[src/rtl/pending_encoder16to4_pkg.sv]
// Shared widths and FSM encoding for the pending-request encoder.
package pending_encoder16to4_pkg;

   localparam int unsigned ENC_N     = 16;
   localparam int unsigned ENC_IDX_W = 4;
   localparam int unsigned ENC_CNT_W = 5;

   typedef enum logic {
      IDLE    = 1'b0,
      PRESENT = 1'b1
   } enc_state_e;

endpackage : pending_encoder16to4_pkg

[src/rtl/pending_encoder16to4_prio_enc16.sv]
// Rotating priority encoder: lowest set bit of vec at or above base, wrapping 15->0.
module prio_enc16
   import pending_encoder16to4_pkg::*;
(
   input  logic [ENC_N-1:0]     vec,
   input  logic [ENC_IDX_W-1:0] base,
   output logic [ENC_IDX_W-1:0] idx,
   output logic                 found
);

   logic [ENC_N-1:0]     rot;
   logic [ENC_IDX_W-1:0] off;

   // rot[i] is vec[(base + i) mod 16]; the 4-bit sum wraps naturally
   always_comb begin : rotate
      logic [ENC_IDX_W-1:0] j;
      rot = '0;
      j   = '0;
      for (int i = 0; i < int'(ENC_N); i++) begin
         j      = ENC_IDX_W'(i) + base;
         rot[i] = vec[j];
      end
   end

   always_comb begin : lowest
      off = '0;
      for (int i = int'(ENC_N) - 1; i >= 0; i--) begin
         if (rot[i]) off = ENC_IDX_W'(i);
      end
   end

   assign idx   = off + base;
   assign found = |vec;

endmodule : prio_enc16

[src/rtl/pending_encoder16to4.sv]
// Collects request vectors into a pending set and hands out one encoded index per handshake.
module pending_encoder16to4
   import pending_encoder16to4_pkg::*;
#(
   parameter int unsigned RR_MODE = 0
)(
   input  logic                 clk,
   input  logic                 rst,
   input  logic                 in_valid,
   input  logic [ENC_N-1:0]     in_vec,
   output logic                 out_valid,
   input  logic                 out_ready,
   output logic [ENC_IDX_W-1:0] out_idx,
   output logic [ENC_N-1:0]     out_onehot,
   output logic [ENC_N-1:0]     pending,
   output logic [ENC_CNT_W-1:0] pend_cnt
);

   enc_state_e           state_q, state_d;
   logic [ENC_N-1:0]     pending_q, pending_d;
   logic [ENC_IDX_W-1:0] out_idx_q, out_idx_d;
   logic [ENC_IDX_W-1:0] ptr_q, ptr_d;

   logic                 hs;
   logic [ENC_N-1:0]     clr, newv, nxt;
   logic [ENC_IDX_W-1:0] base;
   logic [ENC_IDX_W-1:0] sel_idx;
   logic                 sel_found;

   // Pending-set update; the pointer advances before selection so a hit is not re-granted first
   always_comb begin : datapath
      hs    = (state_q == PRESENT) && out_ready;
      clr   = hs ? (ENC_N'(1) << out_idx_q) : '0;
      newv  = in_valid ? in_vec : '0;
      nxt   = (pending_q & ~clr) | newv;
      ptr_d = hs ? (out_idx_q + ENC_IDX_W'(1)) : ptr_q;
      base  = (RR_MODE != 0) ? ptr_d : '0;
   end

   prio_enc16 u_prio (
      .vec   (nxt),
      .base  (base),
      .idx   (sel_idx),
      .found (sel_found)
   );

   always_comb begin : fsm
      state_d   = state_q;
      out_idx_d = out_idx_q;
      pending_d = nxt;
      unique case (state_q)
         IDLE: begin
            if (sel_found) begin
               out_idx_d = sel_idx;
               state_d   = PRESENT;
            end
         end
         PRESENT: begin
            // out_idx is held until accepted; no preemption by later requests
            if (hs) begin
               if (sel_found) out_idx_d = sel_idx;
               else           state_d   = IDLE;
            end
         end
         default: state_d = IDLE;
      endcase
   end

   always_ff @(posedge clk) begin
      if (rst) begin
         state_q   <= IDLE;
         pending_q <= '0;
         out_idx_q <= '0;
         ptr_q     <= '0;
      end else begin
         state_q   <= state_d;
         pending_q <= pending_d;
         out_idx_q <= out_idx_d;
         ptr_q     <= ptr_d;
      end
   end

   always_comb begin : popcount
      pend_cnt = '0;
      for (int i = 0; i < int'(ENC_N); i++) begin
         pend_cnt = pend_cnt + ENC_CNT_W'(pending_q[i]);
      end
   end

   assign out_valid  = (state_q == PRESENT);
   assign out_idx    = out_idx_q;
   assign pending    = pending_q;
   assign out_onehot = out_valid ? (ENC_N'(1) << out_idx_q) : '0;

endmodule : pending_encoder16to4

[config.mk]
export PLATFORM = sky130hd
export DESIGN_NAME = pending_encoder16to4
export DESIGN_NICKNAME = d
export VERILOG_FILES = /design/src/rtl/pending_encoder16to4_pkg.sv /design/src/rtl/pending_encoder16to4_prio_enc16.sv /design/src/rtl/pending_encoder16to4.sv
export SDC_FILE = /design/constraint.sdc
export NUM_CORES = 1
export LEC_CHECK = 0
export BUFFER_PORTS_ARGS = -buffer_cell sky130_fd_sc_hd__buf_2
export CAP_MARGIN = 20
export CORE_MARGIN = 8
export CORE_UTILIZATION = 50
export DETAILED_ROUTE_END_ITERATION = 10
export GPL_ROUTABILITY_DRIVEN = 1
export PLACE_DENSITY = 0.82
export SLEW_MARGIN = 20
export SYNTH_ARGS = -nofsm -noshare
export SYNTH_HDL_FRONTEND = slang
export SYNTH_SLANG_ARGS = --single-unit
[constraint.sdc]
create_clock -name clk -period 6.4 [get_ports clk]
set_input_delay 1.28 -clock clk [delete_from_list [all_inputs] [get_ports clk]]
set_output_delay 1.28 -clock clk [all_outputs]
set_load 0.02 [all_outputs]
==> results of run 1 <==
[final cells by class]
cell class | instances | area (sq um) | share of cell area
multi-input cells | 144 | 1152 | 0.5664
flip-flops and latches | 21 | 420.4 | 0.2066
repair buffers | 61 | 305.3 | 0.1501
inverters | 19 | 71.32 | 0.03506
well taps | 46 | 57.56 | 0.02829
clock buffers | 3 | 22.52 | 0.01107
clock inverters | 1 | 5.005 | 0.002460
[layer usage]
layer | wire (um) | part of all wire
met2 | 2283 | 0.48
met5 | 0 | 0
met1 | 2037 | 0.42
met4 | 99 | 0.021
met3 | 379 | 0.079
[cell usage in the layout (no fill, tap or decap), drive strengths merged, types with 4 or more instances in the layout]
cell type	n
dfxtp	21
buf	61
o21a	8
a221oi	9
o21ai	8
nor2	30
nand2	15
ha	5
a21oi	13
fa	10
nand2b	4
inv	19
a21boi	4
nor3	8
[report_power, final]
group	internal (mW)	switching (mW)	total, mW
Sequential	0.142	0.0188	0.160
Clock	0.0233	0.0421	0.0654
Combinational	0.119	0.181	0.300
[worst register-to-register path, cell delays in order, from the launching register on]
cell and delay, ns:
dfxtp_1 0.73, nand2b_1 0.38, o21ai_1 0.27, nand2_1 0.18
nor3_4 0.31, nand4_4 0.17, a21bo_1 0.23, a21oi_1 0.12
[worst paths after layout]
check | start | end | slack (ns) | cells after the start
worst min register to register | pending[3] | pending[3] | 0.59 | 2
worst min-delay path | pending[3] | pending[3] | 0.59 | 2
worst max-delay path | pending[7] | pend_cnt[4] | 1.34 | 12
worst max register to register | out_idx[1] | out_idx[1] | 3.95 | 7
[logic make-up (layout without fill, tap and decap cells)]
logic type	after synthesis	count (layout)	synth area share
and+or+nand+nor	78	78	0.2662
AOI/OAI and AO/OA	49	49	0.2520
buffers and inverters	27	84	0.06543
DFF	21	21	0.2498
adders and majority gates	15	15	0.1561
xor gates and xnor gates	2	2	0.01041
[state kept, by name, summed over array words and instances, names as in the netlist]
name,flops
out_valid,1
pending,16
out_idx,4
==> run_results.csv, run 1 <==
group,metric,value,unit
grt,grt_pass1_vias,1599,
floorplanning,core_area,0.003284,sq mm
worst_setup_path,cpMostUsedCell,"fa_1",
worst_setup_path,cp_cell_sequence,"inv_1 > fa_1 > fa_1 > fa_1 > fa_1 > inv_1 > ha_1 > inv_1 > fa_1 > nor2b_1 > o21a_1 > buf_2",
flow_run,cap_violations,0,
route,via_per_inst,5.481,
finish,finalNetCount,285,
cts,cts_tree,"done",
logic_synthesis,synthFlopType,"dfxtp_1",
grt,grt.busiest_layer,"met2",
finish,fillCellCount,299,
grt,gr-usage-met2,0.2979,
worst_setup_path,worstPathRequired,5.12,ns
worst_setup_path,cp.arrival,3.78,ns
cts,htreeDepth,1,
worst_hold_path,hp-class,"flop to flop",
floorplanning,initial_utilization,0.5124,
placed_design,post-dp-hpwl,3.801,mm
cts,root_buffer,"clkbuf_4",
route,wire_per_inst,16.27,um
logic_synthesis,ys_seq_area_frac,0.2498,
floorplanning,fp.dieW,74.02,um
cts,postCtsHoldBufs,0,
logic_synthesis,yosys_warnings,0,
timing,finalWorstSetupSlack,1.344,ns
finish,final_util,0.6194,
cts,cts_resized,0,
grt,grt_util_met1,0.2192,
cts,cts.sinks,21,
power_and_ir_drop,power,526.1,uW
floorplanning,fp.dieArea,0.005478,sq mm
timing,rsz0062_at_grt,"false",
grt,use_met3,0.03908,
worst_setup_path,cp-end-kind,"output port",
worst_setup_path,critPathSlowestCell,"fa_1",
route,route.detailed.drc,0,
grt,grt_max_degree,22,
logic_synthesis,async_flop_share,0,
worst_setup_path,worst-path-buf-inv,4,
floorplanning,pin_count,62,
cts,ctsLongestPathBuffers,2,
grt,grt_pass1_wl,7.714,mm
finish,fin_cells,295,
placed_design,place.gp.congestion,0.8436,
floorplanning,rows,21,
worst_setup_path,worstPathMaxFanout,4,
timing,clock_skew,0.005516,ns
logic_synthesis,yosys-top-cells-area,"dfxtp_1, fa_1, nor2_1",
power_and_ir_drop,total_leakage_power,0.9779,nW
finish,antenna_cells,0,
worst_setup_path,crit_family,"adder cells",
placed_design,dpl_cell_area,0.002007,sq mm
cts,insertion_delay,0.30,ns
timing,tightest_slew,0.6074,ns
timing,setup_viol,0,
route,dr.pass1.iters,4,
power_and_ir_drop,p_per_area,258.6,mW/mm^2
worst_setup_path,criticalPathCategory,"flop to output port",
worst_setup_path,cpPeakStageDelay,0.54,ns
route,vias,1617,
logic_synthesis,synth_largest_area_cell,"dfxtp_1",
floorplanning,dieHeight,74.02,um
logic_synthesis,synth-edff-count,0,
logic_synthesis,synthCells,192,
placed_design,dp_slack,1.665,ns
worst_setup_path,cp-start-kind,"flop",
timing,hold_viol,0,
logic_synthesis,netlist_area,0.001683,sq mm
logic_synthesis,synth_seq_cells,21,
placed_design,io_buffers,61,
cts,cts_buffers,3,
power_and_ir_drop,ir_drop,147.3,uV
timing,setup_tns,0,ns
timing,slew_headroom,0.5945,
run_status,status,"finished clean",
grt,grt_remaining_overflow,0,
placed_design,placed_cells,291,
cts,clk_pin_slew_worst_paths,0.13,ns
logic_synthesis,syn-num-nets,227,
finish,fin_area,0.002034,sq mm
logic_synthesis,netlist_top_cells_count,"nor2_1, dfxtp_1, inv_1",
timing,post-route-min-period,5.056,ns
grt,grt_antenna_before_repair,0,
logic_synthesis,synth_top_area_share,0.2498,
finish,area_growth,20.89,%
route,antenna_left,0,
timing,post-route-period-util,0.7901,
timing,finalMaxSlewViolations,0,
logic_synthesis,synth.avg_cell_area,8.765,sq um
cts,cts_post_setup_buffers_inserted,0,
route,drt-initial-drc-count,160,
finish,final_layout_size_suffix_gt1_frac,0.3574,
timing,timing.fmax,0.1978,GHz
logic_synthesis,netlist-cell-type-count,43,
logic_synthesis,synth_most_common_cell,"nor2_1",
timing,holdWs,0.5863,ns
route,drt-total-wl,4.799,mm
grt,grt_usage,0.1780,
No activity file was read; power rests on OpenSTA's default activity.
==> run 2: changes to the inputs <==
Settings changed: ABC_AREA set to 1, CORE_UTILIZATION 50 to 49, PLACE_DENSITY 0.82 to 0.81.
Clock period 6.4 ns to 4.7 ns, I/O delays scaled along.
==> run 2 against run 1 <==
  * Worst hold slack lost 0.087 ns
  * Power is 19% higher
  * Design area shrank 2.1%
  * Highest routed layer unchanged
==> run_results.csv, run 2 <==
group,metric,value,unit
logic_synthesis,synth-edff-count,0,
floorplanning,rows,21,
logic_synthesis,synth.avg_cell_area,6.779,sq um
timing,setup_tns,0,ns
cts,root_buffer,"clkbuf_4",
timing,post-route-period-util,0.9588,
timing,finalMaxSlewViolations,0,
finish,area_growth,20.42,%
timing,clock_skew,0.002332,ns
logic_synthesis,synth_most_common_cell,"nand2_1",
finish,seqCellArea,424.2,sq um
timing,post-route-min-period,4.506,ns
timing,slew_headroom,0.6588,
cts,htreeDepth,1,
route,vias,1691,
logic_synthesis,yosys_warnings,0,
worst_setup_path,cp.arrival,3.57,ns
logic_synthesis,netlist_area,0.001654,sq mm
finish,mostFrequentLayoutCell,"nand2_1",
cts,ctsLongestPathBuffers,2,
logic_synthesis,synthCells,244,
worst_setup_path,startpoint,"pending[13]",
logic_synthesis,async_flop_share,0,
route,wire_per_inst,12.64,um
timing,tightest_slew,0.5111,ns
cts,clk_pin_slew_worst_paths,0.11,ns
worst_hold_path,hp-class,"flop to flop",
floorplanning,dieHeight,74.10,um
route,drt-initial-drc-count,101,
timing,rsz0062_at_grt,"false",
grt,grt_antenna_before_repair,0,
worst_setup_path,worstPathRequired,3.76,ns
flow_run,cap_violations,0,
worst_setup_path,cpPeakStageDelay,0.51,ns
worst_setup_path,worstReg2RegStart,"out_idx[2]",
logic_synthesis,ys_seq_area_frac,0.2542,
logic_synthesis,netlist_top_cells_count,"nand2_1, inv_1, nor2_1",
finish,final_util,0.6065,
worst_hold_path,min-delay-start,"pending[0]",
power_and_ir_drop,power,624.0,uW
grt,grt_pass1_vias,1669,
timing,hold_viol,0,
placed_design,placed_cells,343,
finish,layout_common_cells,"nand2_1, buf_2, inv_1, nor2_1, dfxtp_1",
grt,grt_pass1_wl,7.334,mm
floorplanning,fp.dieW,74.10,um
route,route.detailed.drc,0,
logic_synthesis,synthFlopType,"dfxtp_1",
cts,cts_tree,"done",
worst_setup_path,worstPathMaxFanout,3,
route,antenna_left,0,
worst_setup_path,critPathSlowestCell,"fa_1",
power_and_ir_drop,p_per_area,313.3,mW/mm^2
grt,grt_max_degree,22,
worst_setup_path,criticalPathCategory,"flop to output port",
floorplanning,core_area,0.003284,sq mm
run_status,status,"finished clean",
cts,cts_post_setup_buffers_inserted,0,
finish,fin_area,0.001992,sq mm
power_and_ir_drop,total_leakage_power,1.104,nW
finish,fin_cells,347,
placed_design,io_buffers,61,
worst_setup_path,cp-start-kind,"flop",
cts,cts.sinks,21,
worst_setup_path,cp-end-kind,"output port",
placed_design,post-dp-hpwl,3.669,mm
logic_synthesis,netlist-cell-type-count,34,
cts,insertion_delay,0.30,ns
cts,postCtsHoldBufs,0,
logic_synthesis,synth_largest_area_cell,"dfxtp_1",
grt,grt_remaining_overflow,0,
finish,final_layout_size_suffix_gt1_frac,0.2824,
logic_synthesis,yosys-top-cells-area,"dfxtp_1, nand2_1, fa_1",
logic_synthesis,syn-num-nets,279,
finish,multi_input_area,0.001020,sq mm
floorplanning,initial_utilization,0.5036,
finish,antenna_cells,0,
placed_design,dpl_cell_area,0.001947,sq mm
cts,cts_resized,0,
worst_setup_path,cp_cell_sequence,"fa_1 > fa_1 > inv_1 > fa_1 > fa_1 > inv_1 > ha_1 > inv_1 > fa_2 > inv_1 > buf_2",
logic_synthesis,synth_top_area_share,0.2542,
grt,grt_usage,0.1697,
floorplanning,fp.dieArea,0.005491,sq mm
route,dr.pass1.iters,6,
timing,timing.fmax,0.2219,GHz
power_and_ir_drop,ir_drop,178.1,uV
finish,largest_reg_flops,16,
timing,setup_viol,0,
placed_design,place.gp.congestion,0.8579,
finish,finalNetCount,337,
route,drt-total-wl,4.385,mm
route,via_per_inst,4.873,
cts,cts_buffers,3,
logic_synthesis,synth_seq_cells,21,
finish,fillCellCount,331,
floorplanning,pin_count,62,
[run 2: stage by stage]
stage / hold WS, ns / setup WS [ns]
2_1_floorplan: 0.5821 / 0.1855
3_3_place_gp: 0.5009 / 0.4523
3_5_place_dp: 0.5079 / 0.4152
4_1_cts: 0.5247 / 0.06204
5_1_grt: 0.5131 / 0.02221
6_report: 0.4993 / 0.1937
[run 2: final timing paths]
kind	end	slack [ns]	cells after the start
worst min register to register	pending[0]	0.50	2
worst max register to register	out_idx[0]	2.40	21
worst min-delay path	pending[0]	0.50	2
worst max-delay path	pend_cnt[1]	0.19	11
[run 2: cell type report]
class | count | area share
clock buffer | 4 | 0.01319
multi-input combinational | 174 | 0.5119
inverter | 41 | 0.07726
sequential | 21 | 0.2129
tap | 46 | 0.02889
timing repair buffer | 61 | 0.1558
[run 2: where the power goes]
part           switching (mW)  leakage, nW  internal [mW]  total, mW
combinational           0.204        0.914          0.127      0.331
sequential             0.0155        0.175          0.191      0.206
clock                  0.0538       0.0150         0.0331     0.0869
total                   0.273         1.10          0.351      0.624
[run 2: cell families after synthesis]
kind of cell	count (synthesis)	share of synthesized area
AO/OA/AOI/OAI	27	0.1044
XOR/XNOR	2	0.01059
adder cells (fa/ha/maj)	15	0.1588
buffers and inverters	49	0.1354
flip-flops	21	0.2542
AND/OR/NAND/NOR	130	0.3366
[run 2: worst max-delay path, delay by kind of cell, from the launching register on]
kind	cells	cell delay, ns
buf+inv	5	0.33
fa+ha+maj	6	2.52
flops	1	0.40
[run 2: layer usage]
| metal | global-route usage | part of all wire | routed length (um) | vias up |
|---|---|---|---|---|
| met5 | 0 | 0 | 0 | - |
| met4 | 0.03991 | 0.0043 | 19 | 0 |
| met3 | 0.04987 | 0.085 | 374 | 2 |
| met2 | 0.2871 | 0.48 | 2120 | 68 |
| met1 | 0.2048 | 0.43 | 1871 | 751 |
| li1 | - | - | - | 870 |
